`config.mk`:
```
export PLATFORM = sky130hd
export DESIGN_NAME = aurora_rx_block_demux
export DESIGN_NICKNAME = d
export VERILOG_FILES = /design/src/rtl/aurora_rx_block_demux.sv
export SDC_FILE = /design/constraint.sdc
export NUM_CORES = 1
export LEC_CHECK = 0
export ABC_CLOCK_PERIOD_IN_PS = 2400
export BUFFER_PORTS_ARGS = -buffer_cell sky130_fd_sc_hd__buf_4
export CAP_MARGIN = 25
export CELL_PAD_IN_SITES_DETAIL_PLACEMENT = 1
export CELL_PAD_IN_SITES_GLOBAL_PLACEMENT = 1
export CORE_MARGIN = 5
export CORE_UTILIZATION = 41
export DETAILED_ROUTE_END_ITERATION = 10
export GPL_TIMING_DRIVEN = 0
export PLACE_DENSITY_LB_ADDON = 0.1
export SYNTH_ARGS = -nofsm -noshare
export SYNTH_HDL_FRONTEND = slang
export SYNTH_SLANG_ARGS = --single-unit
```
`constraint.sdc`:
```
create_clock -name Clk -period 2.4 [get_ports Clk]
set_input_delay 0.6 -clock Clk [delete_from_list [all_inputs] [get_ports Clk]]
set_output_delay 0.6 -clock Clk [all_outputs]
set_load 0.05 [all_outputs]
```
`src/rtl/aurora_rx_block_demux.sv`:
```
// Aurora 64b/66b receive block demux: sync-header block lock with gearbox slip,
// per-block classification into data / user-K / control flags, and error count.
module aurora_rx_block_demux #(
    parameter int unsigned LOCK_COUNT = 64,
    parameter int unsigned WINDOW     = 1024,
    parameter int unsigned UNLOCK_ERR = 16,
    parameter int unsigned SLIP_WAIT  = 32
) (
    input  logic        Clk,
    input  logic        Rst_b,
    input  logic [65:0] AuroraBlock,
    input  logic        BlockValid,
    output logic        Slip,
    output logic        BlockLock,
    output logic [63:0] Data,
    output logic [3:0]  DataBytes,
    output logic        DataValid,
    output logic        DataEnd,
    output logic [63:0] UserK,
    output logic        UserKValid,
    output logic [5:0]  RxFlags,
    output logic [15:0] ErrCount
);

    localparam int unsigned GW = $clog2(LOCK_COUNT + 1);
    localparam int unsigned WW = $clog2(WINDOW + 1);
    localparam int unsigned BW = $clog2(UNLOCK_ERR + 1);
    localparam int unsigned SW = $clog2(SLIP_WAIT + 1);
    localparam logic [GW-1:0] GOOD_LAST = GW'(LOCK_COUNT - 1);
    localparam logic [WW-1:0] WIN_LAST  = WW'(WINDOW - 1);
    localparam logic [BW-1:0] BAD_LAST  = BW'(UNLOCK_ERR - 1);
    localparam logic [SW-1:0] SLIP_LAST = SW'(SLIP_WAIT - 1);

    typedef enum logic [1:0] {
        ST_UNLOCKED,
        ST_LOCKING,
        ST_SLIPWAIT,
        ST_LOCKED
    } state_t;

    state_t        state;
    logic [GW-1:0] good_cnt;
    logic [WW-1:0] win_cnt;
    logic [BW-1:0] bad_cnt;
    logic [SW-1:0] slip_cnt;

    logic [1:0]  hdr;
    logic [7:0]  btype;
    logic [2:0]  sep_cnt;
    logic        hdr_ok;
    logic [63:0] sep_data;
    logic [63:0] dec_data;
    logic [3:0]  dec_bytes;
    logic        dec_dv;
    logic        dec_end;
    logic        dec_ukv;
    logic [5:0]  dec_flags;
    logic        dec_err;
    logic        err_event;

    assign hdr     = AuroraBlock[65:64];
    assign btype   = AuroraBlock[63:56];
    assign sep_cnt = AuroraBlock[50:48];
    assign hdr_ok  = (hdr == 2'b01) || (hdr == 2'b10);

    always_comb begin
        sep_data  = '0;
        dec_data  = '0;
        dec_bytes = '0;
        dec_dv    = 1'b0;
        dec_end   = 1'b0;
        dec_ukv   = 1'b0;
        dec_flags = '0;
        dec_err   = 1'b0;
        // SEP bytes beyond the count are masked so the unused tail reads as zero
        for (int unsigned i = 0; i < 6; i++) begin
            if (i < {29'd0, sep_cnt}) begin
                sep_data[63-8*i -: 8] = AuroraBlock[47-8*i -: 8];
            end
        end
        if (hdr == 2'b01) begin
            dec_data  = AuroraBlock[63:0];
            dec_bytes = 4'd8;
            dec_dv    = 1'b1;
        end else if (hdr == 2'b10) begin
            case (btype)
                8'h78: dec_flags[3:0] = AuroraBlock[55:52];
                8'hAA: dec_flags[4]   = 1'b1;
                8'h2D: dec_flags[5]   = 1'b1;
                8'h1E: begin
                    if (sep_cnt == 3'd7 || AuroraBlock[55:51] != 5'd0) begin
                        dec_err = 1'b1;
                    end else begin
                        dec_data  = sep_data;
                        dec_bytes = {1'b0, sep_cnt};
                        dec_dv    = 1'b1;
                        dec_end   = 1'b1;
                    end
                end
                8'hE1: begin
                    dec_data  = {AuroraBlock[55:0], 8'h00};
                    dec_bytes = 4'd7;
                    dec_dv    = 1'b1;
                    dec_end   = 1'b1;
                end
                8'hD2, 8'h99, 8'h55, 8'hB4, 8'hCC,
                8'h66, 8'h33, 8'h4B, 8'h87: dec_ukv = 1'b1;
                default: dec_err = 1'b1;
            endcase
        end
    end

    assign err_event = !hdr_ok || (state == ST_LOCKED && dec_err);

    always_ff @(posedge Clk or negedge Rst_b) begin
        if (!Rst_b) begin
            state      <= ST_UNLOCKED;
            good_cnt   <= '0;
            win_cnt    <= '0;
            bad_cnt    <= '0;
            slip_cnt   <= '0;
            Slip       <= 1'b0;
            BlockLock  <= 1'b0;
            Data       <= '0;
            DataBytes  <= '0;
            DataValid  <= 1'b0;
            DataEnd    <= 1'b0;
            UserK      <= '0;
            UserKValid <= 1'b0;
            RxFlags    <= '0;
            ErrCount   <= '0;
        end else begin
            Slip       <= 1'b0;
            DataValid  <= 1'b0;
            DataEnd    <= 1'b0;
            UserKValid <= 1'b0;
            RxFlags    <= '0;
            if (BlockValid) begin
                if (err_event && ErrCount != '1) begin
                    ErrCount <= ErrCount + 16'd1;
                end
                case (state)
                    // The first block after unlock already counts toward lock
                    ST_UNLOCKED: begin
                        state    <= ST_LOCKING;
                        good_cnt <= hdr_ok ? GW'(1) : '0;
                    end
                    ST_LOCKING: begin
                        if (!hdr_ok) begin
                            Slip     <= 1'b1;
                            good_cnt <= '0;
                            slip_cnt <= '0;
                            state    <= ST_SLIPWAIT;
                        end else if (good_cnt == GOOD_LAST) begin
                            good_cnt  <= '0;
                            win_cnt   <= '0;
                            bad_cnt   <= '0;
                            BlockLock <= 1'b1;
                            state     <= ST_LOCKED;
                        end else begin
                            good_cnt <= good_cnt + 1'b1;
                        end
                    end
                    ST_SLIPWAIT: begin
                        if (slip_cnt == SLIP_LAST) begin
                            slip_cnt <= '0;
                            good_cnt <= '0;
                            state    <= ST_LOCKING;
                        end else begin
                            slip_cnt <= slip_cnt + 1'b1;
                        end
                    end
                    ST_LOCKED: begin
                        if (!hdr_ok && bad_cnt == BAD_LAST) begin
                            BlockLock <= 1'b0;
                            good_cnt  <= '0;
                            state     <= ST_UNLOCKED;
                        end else if (win_cnt == WIN_LAST) begin
                            win_cnt <= '0;
                            bad_cnt <= '0;
                        end else begin
                            win_cnt <= win_cnt + 1'b1;
                            if (!hdr_ok) begin
                                bad_cnt <= bad_cnt + 1'b1;
                            end
                        end
                        if (dec_dv) begin
                            Data      <= dec_data;
                            DataBytes <= dec_bytes;
                            DataValid <= 1'b1;
                            DataEnd   <= dec_end;
                        end
                        if (dec_ukv) begin
                            UserK      <= AuroraBlock[63:0];
                            UserKValid <= 1'b1;
                        end
                        RxFlags <= dec_flags;
                    end
                    default: state <= ST_UNLOCKED;
                endcase
            end
        end
    end

endmodule

```
Yosys cells after proc, flatten, opt, wreduce, memory -nomap -nowiden
Cells that the tools add are included.
{ "totals": {"reg_bits": 190, "latch_bits": 0, "ramBits": 0, "mem_bits_ro": 0, "input_bits": 69, "output_inout_bits": 159, "word_cells": 155, "memories": 0} }
{ "classes": {"add_sub_neg": 5, "mul": 0, "div": 0, "n_lt_le_gt_ge": 6, "eq_ne": 33, "shift": 0, "mux": 74, "bitwise_logic": 0, "n_reduce_logical": 22} }
{ "op_table": {"columns": ["operator", "n"], "rows": [
  ["$mux 64", 3],
  ["$pmux 64 s2", 1],
  ["$eq 8x8->1 const B", 7],
  ["$mux 8", 6],
  ["$mux 11", 4],
  ["$mux 6", 6],
  ["$eq 8x7->1 const B", 4],
  ["$mux 1", 28],
  ["$mux 7", 4],
  ["$pmux 7 s4", 1],
  ["$mux 5", 5],
  ["$pmux 11 s2", 1],
  ["$add 16x1->16 const B", 1],
  ["$eq 8x6->1 const B", 2],
  ["$ne 16x16->1 const B", 1],
  ["$reduce_or 13->1", 1],
  ["$pmux 6 s2", 1],
  ["$reduce_and 3->1", 4],
  ["$add 11x1->11 const B", 1],
  ["$eq 11x10->1 const B", 1],
  ["$ne 2x2->1 const B", 5],
  ["$pmux 5 s2", 1],
  ["$reduce_and 5->1", 2],
  ["$reduce_or 9->1", 1],
  ["other kinds (31)", 49]
]} }

Longest topological paths before layout
Gate-level depths: netlist of run 1.
{ "depth": {"ltp_word": 10, "mapped_depth": 11, "mapped_depth_nobuf": 9} }

Worst setup path before layout of run 1
OpenSTA, ideal clock, no wires.
{ "synth_timing": {"path_type": "input -> register", "from": "input AuroraBlock[59]", "to": "register UserK[47]", "setup_ns": 0.125, "arrival_ns": 2.231, "t_required_ns": 2.275, "slack_ns": 0.044, "path_stages": 10, "path_buffers": 4, "path_cell_list": "buf_2 > and4bb_2 > o2111ai_1 > o211ai_1 > a31oi_1 > or2_1 > clkbuf_2 > buf_6 > buf_8 > mux2_4"} }
{ "synth_between": {"elab_chain_len": 6, "elab_cells_between_ends": 14, "classes_between": "9 x eq/ne; 3 x mux; 2 x reduce/logical"} }
{ "synth_rtl": {"columns": ["item", "line", "source"], "rows": [
  ["start: declaration", "11", "input logic [65:0] AuroraBlock,"],
  ["$eq 8x8->1, or another cell as far along", "86", "case (btype)"],
  ["$reduce_or 9->1 *", "86", null],
  ["$mux 1 *", "86", null],
  ["$mux 1 *", "85", "end else if (hdr == 2'b10) begin"],
  ["$mux 1 *", "81", "if (hdr == 2'b01) begin"],
  ["$reduce_and 3->1 (no line) *", null, null],
  ["end signal: assignment", "194", "UserK <= AuroraBlock[63:0];"],
  ["end: declaration", "19", "output logic [63:0] UserK,"]
]} }
Every way passes the cells marked *; elsewhere a longest branch is shown, timed or not.
A chain may end at the register's enable or synchronous reset.

Worst setup path after layout of run 1
{ "layout_timing": {"from": "input AuroraBlock[58]", "to": "register UserK[60]"} }
The elaborated chain is that of the path after synthesis.

==> impl_metrics.csv, run 1 <==
group,metric,value,unit
placed_design,routabilityCongestion,0.838,
floorplan,num_rows,54,
timing,tightest_slew,0.698,ns
run,max_cap_viol_count,0,
synth,ys_ff_latch,190,
timing,post-route-period-util,96.4,%
clocking,cts_hold_buf,0,
timing,worst_slack,0.0864,ns
setup_path,reg2reg_setup_slack,0.14,ns
setup_path,cp-endpoint,"UserK[60]$_DFFE_PN0P_",
routing,final_antenna_net_count,0,
power_and_ir_drop,p_leak,0.00568,uW
floorplan,initial_utilization,41.4,%
run_status,status,"complete, no violations",
power_and_ir_drop,irDropWorstVdd,683,uV
setup_path,regToRegStartpoint,"ErrCount[0]$_DFFE_PN0P_",
setup_path,cp-start-kind,"input pin",
setup_path,reg2reg_depth,8,
setup_path,required,2.72,ns
floorplan,pin_count,228,
timing,max_freq,0.432,GHz
global_routing,grt_pass1_vias,7920,
clocking,clock-sinks,190,
power_and_ir_drop,power_density,1010,mW/mm^2
routing,drtPass1Iterations,5,
synth,synthTopCellsByArea,"dfrtp_1, mux2_2, a22o_1",
clocking,insertion_delay,0.45,ns
timing,min_period,2.31,ns
layout,drive_gt1_share,36.3,%
clocking,htreeDepth,4,
clocking,cts_tree,"yes",
timing,slew_headroom,53.5,%
layout,antennaDiodeCount,0,
synth,syn_inst,803,
synth,synth_edf_count,0,
synth,synth_cell_types,58,
synth,synthFlopType,"dfrtp_1",
routing,vias,7563,
clocking,cts_inserted_buffers,17,
floorplan,die_x,158,um
setup_path,worst_ep_arrival_time,2.64,ns
synth,syn_area,0.00899,mm^2
routing,drc_errors,0,
timing,setup_viol,0,
clocking,cts_root_buf,"clkbuf_16",
global_routing,grt_max_degree,105,
timing,whs,0.130,ns
clocking,clock_tree.buffer_depth,2,
placed_design,dp_hpwl,22.3,mm
layout,syn2layout_area_growth,30.4,%
synth,synth_top_area_cell,"dfrtp_1",
placed_design,pre_cts_slack,-0.595,ns
clocking,cts.clk_slew.worst_paths,0.08,ns
setup_path,end_kind,"flop",
routing,wl_per_cell,22.3,um
synth,syn_area_per_cell,11.2,um^2
synth,postSynthNetCount,880,
timing,finClkSkew,0.0142,ns
global_routing,grt-ovfl-total,0,
setup_path,crit_start,"AuroraBlock[58]",
routing,drt-vias-per-instance,5.64,
synth,yosys.area.top_type_share,52.9,%
global_routing,antenna_found_initial,0,
global_routing,grt_pass1_wl,46.1,mm
timing,final_max_slew_viol_count,0,
routing,wirelength,29.9,mm
layout,nets,1126,
timing,rsz0062_at_grt,"false",
placed_design,placed_cell_area,0.0111,mm^2
synth,synth-async-reset-ratio,100,%
routing,drt_iter0_markers,354,
setup_path,criticalPathCategory,"input pin to flop",
timing,finalHoldViolCount,0,
global_routing,track_usage,23.9,%
synth,synth-seq-area-share,52.9,%
layout,fin_area,0.0117,mm^2
floorplan,coreArea,0.0217,mm^2
floorplan,die_y,158,um
floorplan,dieArea,0.0250,mm^2
setup_path,reg2reg_to,"ErrCount[15]$_DFFE_PN0P_",
setup_path,cp_max_fo,10,
placed_design,io_buffer_count,224,
synth,ys_warn_count,0,
worst_hold_path,hold_path.class,"input pin to asynchronous set/reset pin",
[placed cells by master (no fill, tap or decap), types with 13 or more instances in the layout]
| cell type | n |
|---|---|
| buf_4 | 237 |
| dfrtp_1 | 189 |
| nand2_1 | 66 |
| nor2_1 | 59 |
| o21ai_0 | 50 |
| mux2_2 | 50 |
| a22o_1 | 40 |
| a22oi_1 | 32 |
| nand3_1 | 19 |
| clkbuf_1 | 19 |
| nand4_1 | 18 |
| a221o_1 | 18 |
| inv_1 | 17 |
| clkbuf_16 | 17 |
| xnor2_1 | 16 |
| nor3b_1 | 16 |
| a221oi_1 | 16 |
| buf_2 | 13 |
| mux2_4 | 13 |
[cell usage after synthesis, drive strengths merged (9+ instances only)]
| cell | n |
|---|---|
| nand4 | 19 |
| a22o | 40 |
| buf | 30 |
| nor2 | 63 |
| clkbuf | 28 |
| nor3b | 17 |
| mux2 | 63 |
| a221oi | 17 |
| nand2 | 66 |
| nor2b | 13 |
| a22oi | 32 |
| a221o | 18 |
| nand3 | 19 |
| dfrtp | 190 |
| xnor2 | 16 |
| o21ai | 52 |
| and3 | 9 |
| inv | 18 |
[where the power goes]
part	total, uW	switching, uW	internal, uW
logic	4760	3330	1430
registers	4300	443	3860
clock network	2820	1430	1380
total	11900	5210	6670
[cell type report]
class / count / area (um^2)
plain buffers: 56 / 344
clock buffers: 17 / 425
clock inverters: 15 / 151
fillers: 2376 / 9970
inverters: 18 / 67.6
multi-input cells: 537 / 3880
flip-flops and latches: 190 / 4760
well taps: 280 / 350
repair buffers: 229 / 1750
[worst max-delay path, stage by stage]
cell and delay (ns):
buf_4 0.12, buf_2 0.17, and4bb_2 0.24, o2111ai_1 0.18, o211ai_1 0.13, a31oi_2 0.24, or2_1 0.15, buf_4 0.17
buf_12 0.16, buf_6 0.16, mux2_4 0.31
[worst min path at each step]
stage,end,cells past startpoint,from
after floorplan,BlockLock$_DFFE_PN0P_,0,Rst_b
final,UserK[55]$_DFFE_PN0P_,1,Rst_b
after global routing,UserK[52]$_DFFE_PN0P_,1,Rst_b
after detailed placement,bad_cnt[4]$_DFFE_PN0P_,2,bad_cnt[4]$_DFFE_PN0P_
after global placement,bad_cnt[3]$_DFFE_PN0P_,1,bad_cnt[3]$_DFFE_PN0P_
after CTS,UserK[55]$_DFFE_PN0P_,1,Rst_b
[metal layers]
layer	GRT usage, %	up-vias	share of wire [%]
li1	-	3466	-
met1	31.9	3874	43
met2	39.5	193	49
met3	5.99	30	6.6
met4	5.69	0	1.6
met5	0	-	0
[per-stage QoR]
step	TNS, ns	power, uW	util [%]	std cells
6_report	0	11900	54.0	1342
5_1_grt	0	12400	54.0	1342
4_1_cts	-0.0348	12000	53.8	1340
3_5_place_dp	-61.98	9130	51.0	1308
3_3_place_gp	-173.73	9040	50.8	1307
2_1_floorplan	0	7380	-	803
[registers in the layout (all words and copies together), names as in the netlist, 2 cells and up]
| register | cells |
|---|---|
| good_cnt | 7 |
| bad_cnt | 5 |
| RxFlags | 6 |
| slip_cnt | 6 |
| Data | 64 |
| ErrCount | 16 |
| state | 2 |
| UserK | 64 |
| DataBytes | 4 |
| win_cnt | 11 |
[logic make-up (layout without fill, tap and decap cells)]
| logic type | after synthesis | in the layout | synth area share, % |
|---|---|---|---|
| XOR/XNOR | 21 | 21 | 2.05 |
| buffers and inverters | 76 | 335 | 4.26 |
| flip-flops | 190 | 190 | 52.9 |
| adder cells (fa/ha/maj) | 8 | 8 | 1.11 |
| AO/OA/AOI/OAI | 202 | 202 | 16.8 |
| AND/OR/NAND/NOR | 243 | 243 | 14.4 |
| multiplexers | 63 | 63 | 8.44 |
[repair_timing]
action	CTS	global route
pin swaps	0	1
endpoints found under the setup margin	75	128
buffers inserted	1	2
resized for setup	9	28
gates cloned	0	1
Power figures use the tool's default switching activity.
==> inputs of run 2 (changes only) <==
Settings changed: REMOVE_ABC_BUFFERS from default to 1.
==> run 2 against run 1 <==
  * Worst hold slack improved by 0.020 ns
  * Register-to-register slack got worse by 0.03 ns
  * Utilization fell by 0.20 points
  * Count of clock-buffer cells in the layout unchanged
  * Sequential power rose by 2%
  * Critical path type unchanged
  * Critical endpoint is now Data[48]$_DFFE_PN0P_
  * Largest power group unchanged
==> impl_metrics.csv, run 2 (synthesis results as in run 1) <==
group,metric,value,unit
global_routing,antenna_found_initial,0,
global_routing,grt_max_degree,98,
floorplan,dieArea,0.0250,mm^2
setup_path,path_cells,"buf_4 > and4bb_1 > and3_4 > buf_12 > o21bai_4 > a31oi_4 > buf_12 > buf_12 > inv_4 > nor2_1 > nor2_1",
clocking,clock_tree.buffer_depth,2,
run_status,status,"complete, no violations",
timing,finClkSkew,0.0120,ns
setup_path,criticalPathCategory,"input pin to flop",
placed_design,io_buffer_count,227,
placed_design,routabilityCongestion,0.782,
setup_path,reg2reg_to,"Data[48]$_DFFE_PN0P_",
setup_path,critical_path.max_stage_delay,0.29,ns
global_routing,grt_pass1_vias,7785,
timing,max_freq,0.431,GHz
layout,drive_gt1_share,36.8,%
floorplan,die_y,158,um
power_and_ir_drop,power_density,1010,mW/mm^2
global_routing,track_usage,23.0,%
floorplan,num_rows,54,
routing,drtPass1Iterations,6,
routing,wirelength,29.0,mm
setup_path,crit_top_cell,"buf_12",
floorplan,pin_count,228,
power_and_ir_drop,irDropWorstVdd,459,uV
placed_design,placed_cell_area,0.0109,mm^2
timing,finalHoldViolCount,0,
setup_path,reg2reg_setup_slack,0.11,ns
timing,tns,0,ns
timing,tightest_slew,0.983,ns
timing,setup_viol,0,
run,max_cap_viol_count,0,
global_routing,grt_pass1_wl,45.2,mm
timing,post-route-period-util,96.7,%
power_and_ir_drop,p_leak,0.00561,uW
setup_path,required,2.76,ns
placed_design,dp_hpwl,19.3,mm
clocking,insertion_delay,0.44,ns
clocking,clock-sinks,190,
timing,min_period,2.32,ns
layout,largest_registers,"Data: 64 flops, UserK: 64 flops, ErrCount: 16 flops",
layout,postLayoutCoreUtil,53.8,%
worst_hold_path,hold_path.class,"input pin to asynchronous set/reset pin",
layout,fin_area,0.0117,mm^2
routing,drc_errors,0,
power_and_ir_drop,power.total,11800,uW
clocking,cts.clk_slew.worst_paths,0.08,ns
floorplan,die_x,158,um
layout,nets,1087,
clocking,cts_root_buf,"clkbuf_16",
layout,final_common_cell,"buf_4",
setup_path,regToRegStartpoint,"state[1]$_DFFE_PN0P_",
setup_path,reg2reg_depth,8,
layout,syn2layout_area_growth,30.0,%
timing,slew_headroom,34.1,%
setup_path,cp_max_fo,37,
setup_path,end_kind,"flop",
setup_path,cp-start-kind,"input pin",
routing,drt-vias-per-instance,5.73,
floorplan,initial_utilization,41.4,%
clocking,htreeDepth,4,
routing,vias,7455,
layout,mostFrequentLayoutCells,"buf_4, dfrtp_1, nand2_1",
routing,drt_iter0_markers,385,
routing,final_antenna_net_count,0,
timing,rsz0062_at_grt,"false",
floorplan,coreArea,0.0217,mm^2
clocking,cts_inserted_buffers,17,
clocking,cts_tree,"yes",
layout,antennaDiodeCount,0,
routing,wl_per_cell,22.3,um
timing,final_max_slew_viol_count,0,
global_routing,grt-ovfl-total,0,
setup_path,worst_ep_arrival_time,2.68,ns
setup_path,slowest_stage,"and4bb_1",
## run 2: changes by cell type in the layout (fill, tap and decap cells not counted), moves of 3 or more
cell	change
clkbuf_2	-5
clkinv_4	+3
buf_4	-5
clkinv_8	-3
clkbuf_1	-19
nor2b_1	-3
buf_6	-4
buf_2	-13
## run 2: through the flow
stage,setup WS (ns),std cells,hold WS (ns)
3_3_place_gp,-8.40,1252,0.463
4_1_cts,-0.00724,1296,0.216
5_1_grt,0.0143,1302,0.243
6_report,0.0794,1302,0.150
2_1_floorplan,-4.00,745,0.304
3_5_place_dp,-1.39,1259,0.471
## run 2: final cells by class
class / instances / area (um^2)
clock inverters: 14 / 124
inverters: 18 / 70.1
fillers: 2369 / 10000
well taps: 280 / 350
flip-flops and latches: 190 / 4760
repair buffers: 243 / 1970
clock buffers: 17 / 425
multi-input cells: 540 / 3980
## run 2: repair_timing
action                                  CTS  global route
pin swaps                                 3             2
hold endpoints to repair                  0             0
endpoints found under the setup margin  144            90
hold buffers                              0             0
buffers inserted                          3             4
cloned                                    3             2
resized for setup                        12            12
## run 2: critical path, delay by kind of cell
kind / cells / cell delay (ns)
buffers and inverters: 5 / 0.91
AND/OR/NAND/NOR: 4 / 0.75
AO/OA/AOI/OAI: 2 / 0.37
## run 2: worst max path at each step
stage	from	endpoint	slack [ns]	cells after the start
floorplan	AuroraBlock[60]	Data[32]$_DFFE_PN0P_	-4.00	7
global placement	AuroraBlock[64]	DataValid$_DFF_PN0_	-8.40	5
detailed placement	AuroraBlock[65]	Data[48]$_DFFE_PN0P_	-1.39	10
CTS	AuroraBlock[63]	UserK[4]$_DFFE_PN0P_	-0.007	8
global route	AuroraBlock[60]	Data[9]$_DFFE_PN0P_	0.01	10
finish	AuroraBlock[60]	Data[48]$_DFFE_PN0P_	0.08	11
## run 2: power breakdown
part	internal, uW	total, uW	switching (uW)	leakage, uW
logic	1420	4630	3210	0.00278
registers	3870	4390	524	0.00256
clock network	1360	2730	1370	0.000267
total	6650	11800	5100	0.00561
## run 2: layer usage
metal / global-route usage [%] / part of all wire [%] / vias to the layer above
li1: - / - / 3394
met1: 31.4 / 43 / 3804
met2: 37.0 / 48 / 227
met3: 5.33 / 6.8 / 30
met4: 6.66 / 1.9 / 0
met5: 0 / 0 / -
